==> src/rtl/bram_arbiter.sv <==
// Two-requester arbiter for a single BRAM with one write and one read port.
// Writes and reads arbitrate independently; each requester owns one read-response slot.
module bram_arbiter #(
  parameter int DATA_WIDTH = 32,
  parameter int ADDR_WIDTH = 8
) (
  input  logic                  clk,
  input  logic                  rst_n,
  input  logic [1:0]            wr_valid,
  output logic [1:0]            wr_ready,
  input  logic [ADDR_WIDTH-1:0] wr_addr0,
  input  logic [ADDR_WIDTH-1:0] wr_addr1,
  input  logic [DATA_WIDTH-1:0] wr_data0,
  input  logic [DATA_WIDTH-1:0] wr_data1,
  input  logic [1:0]            rd_valid,
  output logic [1:0]            rd_ready,
  input  logic [ADDR_WIDTH-1:0] rd_addr0,
  input  logic [ADDR_WIDTH-1:0] rd_addr1,
  output logic [1:0]            rsp_valid,
  input  logic [1:0]            rsp_ready,
  output logic [DATA_WIDTH-1:0] rsp_data0,
  output logic [DATA_WIDTH-1:0] rsp_data1,
  output logic                  bram_we,
  output logic                  bram_re,
  output logic [ADDR_WIDTH-1:0] bram_waddr,
  output logic [ADDR_WIDTH-1:0] bram_raddr,
  output logic [DATA_WIDTH-1:0] bram_din,
  input  logic [DATA_WIDTH-1:0] bram_dout
);

  typedef enum logic [1:0] {
    SLOT_IDLE     = 2'd0,
    SLOT_INFLIGHT = 2'd1,
    SLOT_HOLD     = 2'd2
  } slot_state_t;

  logic                  wr_ptr_reg, wr_ptr_next;
  logic                  rd_ptr_reg, rd_ptr_next;
  logic [1:0]            wr_gnt;
  logic [1:0]            rd_elig;
  logic [1:0]            rd_cand;
  logic                  rd_stall;
  logic [ADDR_WIDTH-1:0] rd_cand_addr;
  logic [1:0]            slot_idle;
  logic [1:0]            rd_fire;
  logic [1:0]            rsp_fire;
  logic [DATA_WIDTH-1:0] rsp_data_arr [2];

  // Write arbitration: sole requester wins, otherwise the pointer decides.
  assign wr_gnt[0] = wr_valid[0] & (~wr_valid[1] | ~wr_ptr_reg);
  assign wr_gnt[1] = wr_valid[1] & (~wr_valid[0] |  wr_ptr_reg);
  assign wr_ready  = wr_gnt & {2{rst_n}};

  assign bram_we    = |(wr_valid & wr_ready);
  assign bram_waddr = wr_ready[1] ? wr_addr1 : wr_addr0;
  assign bram_din   = wr_ready[1] ? wr_data1 : wr_data0;

  // Read arbitration over requesters whose response slot is free.
  assign rd_elig      = rd_valid & slot_idle;
  assign rd_cand[0]   = rd_elig[0] & (~rd_elig[1] | ~rd_ptr_reg);
  assign rd_cand[1]   = rd_elig[1] & (~rd_elig[0] |  rd_ptr_reg);
  assign rd_cand_addr = rd_cand[1] ? rd_addr1 : rd_addr0;

  // A read that collides with this cycle's write waits one cycle so it sees the new data.
  assign rd_stall = bram_we & (|rd_cand) & (rd_cand_addr == bram_waddr);
  assign rd_ready = rd_cand & {2{rst_n & ~rd_stall}};

  assign bram_re    = |(rd_valid & rd_ready);
  assign bram_raddr = rd_ready[1] ? rd_addr1 : rd_addr0;

  assign rd_fire  = rd_valid & rd_ready;
  assign rsp_fire = rsp_valid & rsp_ready;

  always_comb begin
    wr_ptr_next = wr_ptr_reg;
    rd_ptr_next = rd_ptr_reg;
    if (&wr_valid)
      wr_ptr_next = wr_ready[0];
    if ((&rd_elig) && !rd_stall)
      rd_ptr_next = rd_ready[0];
  end

  always_ff @(posedge clk or negedge rst_n) begin
    if (!rst_n) begin
      wr_ptr_reg <= 1'b0;
      rd_ptr_reg <= 1'b0;
    end else begin
      wr_ptr_reg <= wr_ptr_next;
      rd_ptr_reg <= rd_ptr_next;
    end
  end

  genvar gi;
  generate
    for (gi = 0; gi < 2; gi++) begin : g_slot
      slot_state_t           state_reg, state_next;
      logic [DATA_WIDTH-1:0] data_reg;

      always_ff @(posedge clk or negedge rst_n) begin
        if (!rst_n) begin
          state_reg <= SLOT_IDLE;
          data_reg  <= '0;
        end else begin
          state_reg <= state_next;
          if (state_reg == SLOT_INFLIGHT)
            data_reg <= bram_dout;
        end
      end

      always_comb begin
        state_next = state_reg;
        case (state_reg)
          SLOT_IDLE:     if (rd_fire[gi]) state_next = SLOT_INFLIGHT;
          SLOT_INFLIGHT: state_next = SLOT_HOLD;
          SLOT_HOLD:     if (rsp_fire[gi]) state_next = SLOT_IDLE;
          default:       state_next = SLOT_IDLE;
        endcase
      end

      assign slot_idle[gi]    = (state_reg == SLOT_IDLE);
      assign rsp_valid[gi]    = (state_reg == SLOT_HOLD);
      assign rsp_data_arr[gi] = data_reg;
    end
  endgenerate

  assign rsp_data0 = rsp_data_arr[0];
  assign rsp_data1 = rsp_data_arr[1];

endmodule

==> config.mk <==
export PLATFORM = sky130hd
export DESIGN_NAME = bram_arbiter
export DESIGN_NICKNAME = d
export VERILOG_FILES = /design/src/rtl/bram_arbiter.sv
export SDC_FILE = /design/constraint.sdc
export NUM_CORES = 1
export LEC_CHECK = 0
export BUFFER_PORTS_ARGS = -buffer_cell sky130_fd_sc_hd__buf_2
export CAP_MARGIN = 25
export CORE_ASPECT_RATIO = 0.75
export CORE_MARGIN = 2
export CORE_UTILIZATION = 35
export CTS_CLUSTER_SIZE = 14
export DETAILED_ROUTE_END_ITERATION = 16
export PLACE_DENSITY = 0.74
export SKIP_LAST_GASP = 1
export SYNTH_ARGS = -nofsm -noshare
export SYNTH_HDL_FRONTEND = slang
export SYNTH_SLANG_ARGS = --single-unit
==> constraint.sdc <==
create_clock -name clk -period 2.74 [get_ports clk]
set_clock_uncertainty 0.05 [all_clocks]
set_input_delay 0.274 -clock clk [delete_from_list [all_inputs] [get_ports clk]]
set_output_delay 0.274 -clock clk [all_outputs]
set_load 0.005 [all_outputs]
==> results.py, run 1 <==
metrics = {
    "sta": {
        "max_slew.worst_pin.slew_ps": 909,
        "finalHoldViolCount": 5,
        "relSlewSlack_pct": 39.3,
        "timing.final.crit_period_ps": 3250,
        "tns_ps": -4970,
        "period_share_pct": 119,
        "fmax_mhz": 308,
        "drv_slew": 0,
        "layout_setup_ws_ps": -509,
        "hold-worst-slack_ps": -3.47,
        "setup_viol": 11,
        "rsz0062_at_grt": "yes",
    },
    "synthesis": {
        "synthAdderAreaFrac_pct": 0,
        "synth_compound_area_share_pct": 2.10,
        "yosysUniqueCellTypes": 30,
        "syn_nets": 452,
        "yosysWarningCount": 0,
        "avgSynthCellArea_um2": 11.1,
        "ys_seq_area_share_pct": 49.9,
        "synthSimpleGateAreaFrac_pct": 14.3,
        "syn_area_mm2": 0.00351,
        "synth_top_family_by_area": "multiplexers",
        "synth-xor-area-share_pct": 2.00,
        "synth_cells": 316,
        "muxShareOfSynthArea_pct": 28.8,
        "synth-seq-cells": 70,
    },
    "power_and_ir_drop": {
        "power_density_mw_per_mm2": 851,
        "ir_worst_vdd_mv": 0.721,
        "power_uw": 4570,
        "leakagePower_uw": 0.00289,
    },
    "routing": {
        "dr.pass1.iters": 4,
        "viasPerCell": 4.60,
        "drt-initial-drc-count": 126,
        "drc": 0,
        "antenna_left": 0,
        "routedWlPerCell_um": 15.7,
        "routed_wl_um": 11400,
        "vias": 3327,
    },
    "setup_path": {
        "critPathLaunchType": "flip-flop",
        "critical_path.top_delay_family": "simple AND/OR/NAND/NOR gates",
        "cp-end-kind": "output pin",
        "cp.arrival_ps": 2920,
        "critPathSlowestCell": "or3b_4",
        "crit_required_ps": 2420,
        "path_cells": "or3b_4 -> o21ba_4 -> mux2i_2 -> xnor2_1 -> nor4_2 -> nand4b_1 -> and3_4 -> mux2_4 -> buf_2",
        "cp_max_fo": 9,
        "critical_path_class": "flip-flop to output pin",
        "critical_path_buf_inv_count": 1,
        "cp_slowest_stage_delay_ps": 400,
    },
    "place": {
        "place_ws_ps": -362,
        "placed_area_mm2": 0.00504,
        "gp_congestion": 0.946,
        "dpl.hpwl_um": 9310,
        "portBuffers": 255,
    },
    "clock_network": {
        "root_buffer": "clkbuf_16",
        "cts_made_buffers": 9,
        "clkTransAtPathRegs_ps": 60,
        "cts_tree": "done",
        "clock-sinks": 70,
        "hold_buffers": 0,
        "clock_path_buffers": 2,
        "cts_max_level": 3,
        "insertion_delay_ps": 310,
    },
    "min_path": {
        "hp-class": "primary input to asynchronous set/reset pin",
    },
    "die": {
        "io_pins": 256,
        "die_y_um": 90.7,
        "dieArea_mm2": 0.0108,
        "start_util_pct": 36.2,
        "fp.coreArea_mm2": 0.00970,
        "die_w_um": 120,
        "row_count": 31,
    },
    "layout": {
        "fin_util_pct": 55.4,
        "fillers": 901,
        "drive_gt1_share_pct": 64.7,
        "nets": 721,
        "syn_to_final_growth_pct": 53.0,
        "fin_area_mm2": 0.00537,
    },
    "global_routing": {
        "grt.total_usage_pct": 21.0,
        "antenna_found_initial": 2,
        "grt_overflow": 0,
        "grt_max_degree": 42,
        "grt_pass1_vias": 3437,
        "grt_first_pass_wirelength_um": 17700,
    },
    "run_status": {
        "status": "complete, but fails checks",
        "failed_checks": "hold timing, setup timing",
    },
    "job": {
        "drv_cap": 0,
    },
}
-- synthesized netlist by cell type, drive strengths merged --
cell	instances	area share (%)
nand2	100	11
mux2	80	27
dfrtp	70	50
buf	9	1.5
clkbuf	9	0.96
mux2i	8	2.3
xnor2	8	2.0
inv	4	0.43
nand2b	4	0.71
o21ai	4	0.57
and3	2	0.36
nor2	2	0.21
nor3b	2	0.43
or3b	2	0.50
a21bo	1	0.29
a21boi	1	0.21
a21oi	1	0.14
and2	1	0.18
and3b	1	0.25
nand3	1	0.14
nand4b	1	0.25
nor4	1	0.36
o211ai	1	0.21
o21a	1	0.21
o21ba	1	0.46
or2b	1	0.21
-- repair_timing --
item / in CTS / in global routing
setup endpoints to repair: 11 / 11
buffers inserted: 2 / 0
resized for setup: 5 / 0
-- layout by cell type (no fill, tap or decap), types with 2 or more instances in the layout --
cell and n:
buf_4 20, nand2_1 100, xnor2_1 8, mux2i_1 7
o21ai_0 4, nand2b_1 2, nor2_1 2, clkbuf_16 9
buf_12 2, inv_1 3, nor3b_1 2, nand2b_2 2
clkinvlp_4 2, buf_2 254, mux2_2 72, mux2_4 8
diode_2 2, dfrtp_1 70, clkbuf_8 4
-- power breakdown --
part	switching [uW]	internal, uW	leakage (uW)
clock	394	706	0.000140
combinational	676	1020	0.00192
sequential	236	1540	0.000825
total	1310	3260	0.00289
-- final cells by class --
| cell class | count | area, um^2 | share of cell area [%] |
|---|---|---|---|
| sequential | 70 | 1750 | 32.6 |
| antenna | 2 | 5.00 | 0.0932 |
| clock inverter | 2 | 15.0 | 0.280 |
| clock buffer | 13 | 280 | 5.22 |
| timing repair buffer | 276 | 1460 | 27.2 |
| multi-input combinational | 224 | 1680 | 31.2 |
| tap | 132 | 165 | 3.08 |
| inverter | 4 | 15.0 | 0.280 |
-- logic make-up (layout without fill, tap and decap cells) --
logic type	count (synthesis)	after routing
and+or+nand+nor	118	118
muxes	88	88
DFF	70	70
buffers and inverters	22	295
AOI/OAI and AO/OA	10	10
xor gates and xnor gates	8	8
other	0	2
-- worst register-to-register path, cell delays in order (launching register included) --
cell and delay (ps):
dfrtp_1 370, or3b_4 400, o21ba_4 330, mux2i_2 260, xnor2_1 110, nor4_2 290, nand4b_1 160, buf_4 170
buf_4 130, a21bo_2 180, o21ai_0 70
-- final timing paths --
check,from,endpoint,slack [ps],cells past startpoint
min,rst_n,rsp_data0[13],-3,2
max reg2reg,g_slot[1].state_reg[1],rd_ptr_reg,160,10
min reg2reg,rsp_data0[6],rsp_data0[6],450,1
min in group clk,rsp_ready[0],g_slot[0].state_reg[1],100,2
max in group asynchronous,rst_n,rsp_data0[29],1820,3
max,g_slot[1].state_reg[1],bram_raddr[2],-510,9
-- stage by stage --
step	std cells	hold WS, ps
after floorplan	316	-71.6
after global placement	704	357
after detailed placement	704	364
after CTS	721	18.6
after global routing	723	48.3
final	723	-3.47
-- layer usage --
metal	GRT usage [%]	part of all wire, %
met2	36.7	52
met4	5.59	0.87
met3	5.05	5.1
met1	25.9	42
met5	0	0
Power figures use the tool's default switching activity.
==> run 2, diff against run 1 <==
--- a/config.mk
+++ b/config.mk
@@ -5,6 +5,7 @@
 export SDC_FILE = /design/constraint.sdc
 export NUM_CORES = 1
 export LEC_CHECK = 0
+export ABC_AREA = 1
 export BUFFER_PORTS_ARGS = -buffer_cell sky130_fd_sc_hd__buf_2
 export CAP_MARGIN = 25
 export CORE_ASPECT_RATIO = 0.75
@@ -12,7 +13,7 @@
 export CORE_UTILIZATION = 35
 export CTS_CLUSTER_SIZE = 14
 export DETAILED_ROUTE_END_ITERATION = 16
-export PLACE_DENSITY = 0.74
+export PLACE_DENSITY = 0.71
 export SKIP_LAST_GASP = 1
 export SYNTH_ARGS = -nofsm -noshare
 export SYNTH_HDL_FRONTEND = slang
==> run 2 against run 1 <==
Compared with the run above:
- the run now ends clean
- largest cell class is now multi-input gates
- sequential share of layout area fell by 2.0 points
- sequential power barely moved
- synthesized cell count rose by 78%
- total power rose by 0.82%
==> results.py, run 2 <==
metrics = {
    "run_status": {
        "status": "finished clean",
    },
    "layout": {
        "syn_to_final_growth_pct": 47.1,
        "final_cell_mix": "254 x buf_2, 250 x nand2_1, 70 x dfrtp_1",
        "ff_latch_area_mm2": 0.00175,
        "fillers": 1112,
        "n_antenna_cell": 0,
        "nets": 951,
        "drive_gt1_share_pct": 38.2,
        "multi_input_area_mm2": 0.00183,
        "mostFrequentLayoutCell": "buf_2",
    },
    "synthesis": {
        "synth_cells": 564,
        "ys_seq_area_share_pct": 45.0,
        "synth_enable_flop_cells": 0,
        "async_flop_share_pct": 100,
        "syn_area_mm2": 0.00389,
        "syn_nets": 700,
        "synth_top_area_cell": "dfrtp_1",
        "ys_top_cells_by_area": "dfrtp_1 45%, nand2_1 25%, o21ai_0 8.6%, inv_1 6.0%, nand3_1 3.5%",
        "synth_common_cells": "254 x nand2_1, 70 x dfrtp_1, 67 x o21ai_0",
        "avgSynthCellArea_um2": 6.90,
        "yosysWarningCount": 0,
        "yosys.area.top_type_share_pct": 45.0,
        "yosysMostFrequentCell": "nand2_1",
        "yosysUniqueCellTypes": 27,
        "ys_dominant_reg_cell": "dfrtp_1",
        "synth-seq-cells": 70,
    },
    "power_and_ir_drop": {
        "leakagePower_uw": 0.00348,
        "power_density_mw_per_mm2": 805,
        "ir_worst_vdd_mv": 0.454,
    },
    "clock_network": {
        "insertion_delay_ps": 320,
        "clock-sinks": 70,
        "root_buffer": "clkbuf_16",
        "cts_made_buffers": 9,
        "clkTransAtPathRegs_ps": 50,
        "clock_path_buffers": 2,
        "cts_tree": "done",
        "cts_max_level": 3,
    },
    "setup_path": {
        "cp.arrival_ps": 2220,
        "cp-end-kind": "output pin",
        "critPathLaunchType": "flip-flop",
        "critical_path_class": "flip-flop to output pin",
        "cp_max_fo": 11,
        "crit_required_ps": 2420,
    },
    "place": {
        "gp_congestion": 0.977,
        "place_ws_ps": 317,
        "dpl.hpwl_um": 9510,
        "portBuffers": 255,
    },
    "global_routing": {
        "grt_max_degree": 67,
        "antenna_found_initial": 1,
        "grt_overflow": 0,
        "grt_pass1_vias": 3738,
        "grt_first_pass_wirelength_um": 18600,
        "grt.total_usage_pct": 19.3,
    },
    "sta": {
        "period_share_pct": 92.9,
        "fmax_mhz": 393,
        "timing.final.crit_period_ps": 2540,
        "tns_ps": 0,
        "setup_viol": 0,
        "relSlewSlack_pct": 33.0,
        "layout_setup_ws_ps": 195,
        "rsz0062_at_grt": "yes",
        "max_slew.worst_pin.slew_ps": 1000,
        "drv_slew": 0,
        "finalHoldViolCount": 0,
    },
    "routing": {
        "antenna_left": 0,
        "routed_wl_um": 12500,
        "routedWlPerCell_um": 13.0,
        "vias": 4364,
        "drc": 0,
        "drt-initial-drc-count": 225,
        "viasPerCell": 4.55,
        "dr.pass1.iters": 5,
    },
    "die": {
        "die_w_um": 126,
        "fp.coreArea_mm2": 0.0109,
        "dieArea_mm2": 0.0120,
        "start_util_pct": 35.8,
        "row_count": 33,
        "io_pins": 256,
        "die_y_um": 95.3,
    },
    "job": {
        "drv_cap": 0,
    },
    "min_path": {
        "hp-class": "primary input to flip-flop",
    },
}
-- run 2: final cells by class --
type                       instances  area share (%)
clock buffer                      11            4.42
clock inverter                     5           0.984
inverter                          74            4.94
timing repair buffer             265            24.1
multi-input combinational        395            31.9
tap                              140            3.06
sequential                        70            30.6
-- run 2: timing repair --
item / CTS / global route
pin swaps: 0 / 2
resized for setup: 2 / 15
endpoints found under the hold margin: 4 / 0
endpoints found under the setup margin: 10 / 11
hold buffers: 1 / 0
gates cloned: 0 / 2
buffers inserted: 0 / 1
-- run 2: routing by layer --
layer  up-vias  part of all wire (%)  track usage [%]
met5         -                  0.10                0
li1       2252                     -                -
met2       147                    45             27.9
met4         2                   1.1             4.21
met3        14                   6.8             5.22
met1      1949                    47             28.9
-- run 2: path summary, 6_finish.rpt --
check	from	end	slack [ps]	cells past startpoint
min	rsp_ready[1]	g_slot[1].state_reg[1]	90	2
min reg2reg	rsp_data1[16]	rsp_data1[16]	430	2
min in group asynchronous	rst_n	wr_ptr_reg	240	2
max reg2reg	g_slot[0].state_reg[0]	g_slot[1].state_reg[0]	750	14
max	g_slot[0].state_reg[0]	bram_re	200	12
max in group asynchronous	rst_n	rsp_data0[24]	1090	4
-- run 2: cell families after synthesis --
kind of cell	share of synthesized area [%]
AO/OA/AOI/OAI	10.4
buffers and inverters	10.6
flip-flops	45.0
AND/OR/NAND/NOR	33.9
-- run 2: per-stage QoR --
| step | area, um^2 | hold slack (ps) | power (uW) | instances | utilization (%) |
|---|---|---|---|---|---|
| after floorplan | 3890 | -71.6 | 2530 | 564 | - |
| after global placement | 5270 | 20.9 | 3370 | 939 | 48.5 |
| after detailed placement | 5270 | 20.8 | 3410 | 939 | 48.5 |
| after CTS | 5600 | 76.9 | 4610 | 956 | 51.6 |
| after global routing | 5720 | 72.3 | 4980 | 960 | 52.7 |
| final | 5720 | 93.4 | 4610 | 960 | 52.7 |
-- run 2: worst max-delay path, stage by stage, from the launching register on --
cell	delay (ps)
dfrtp_1	400
nor2_1	120
nand3_1	150
buf_4	220
nand3b_1	130
nand2_1	90
nand2_1	60
nand3_1	110
nor2_2	160
nand3_4	140
nand2_1	130
a21oi_1	60
buf_2	130
-- run 2: report_power, final --
part | internal, uW | switching, uW
Clock | 753 | 419
Sequential | 1530 | 252
Combinational | 760 | 897
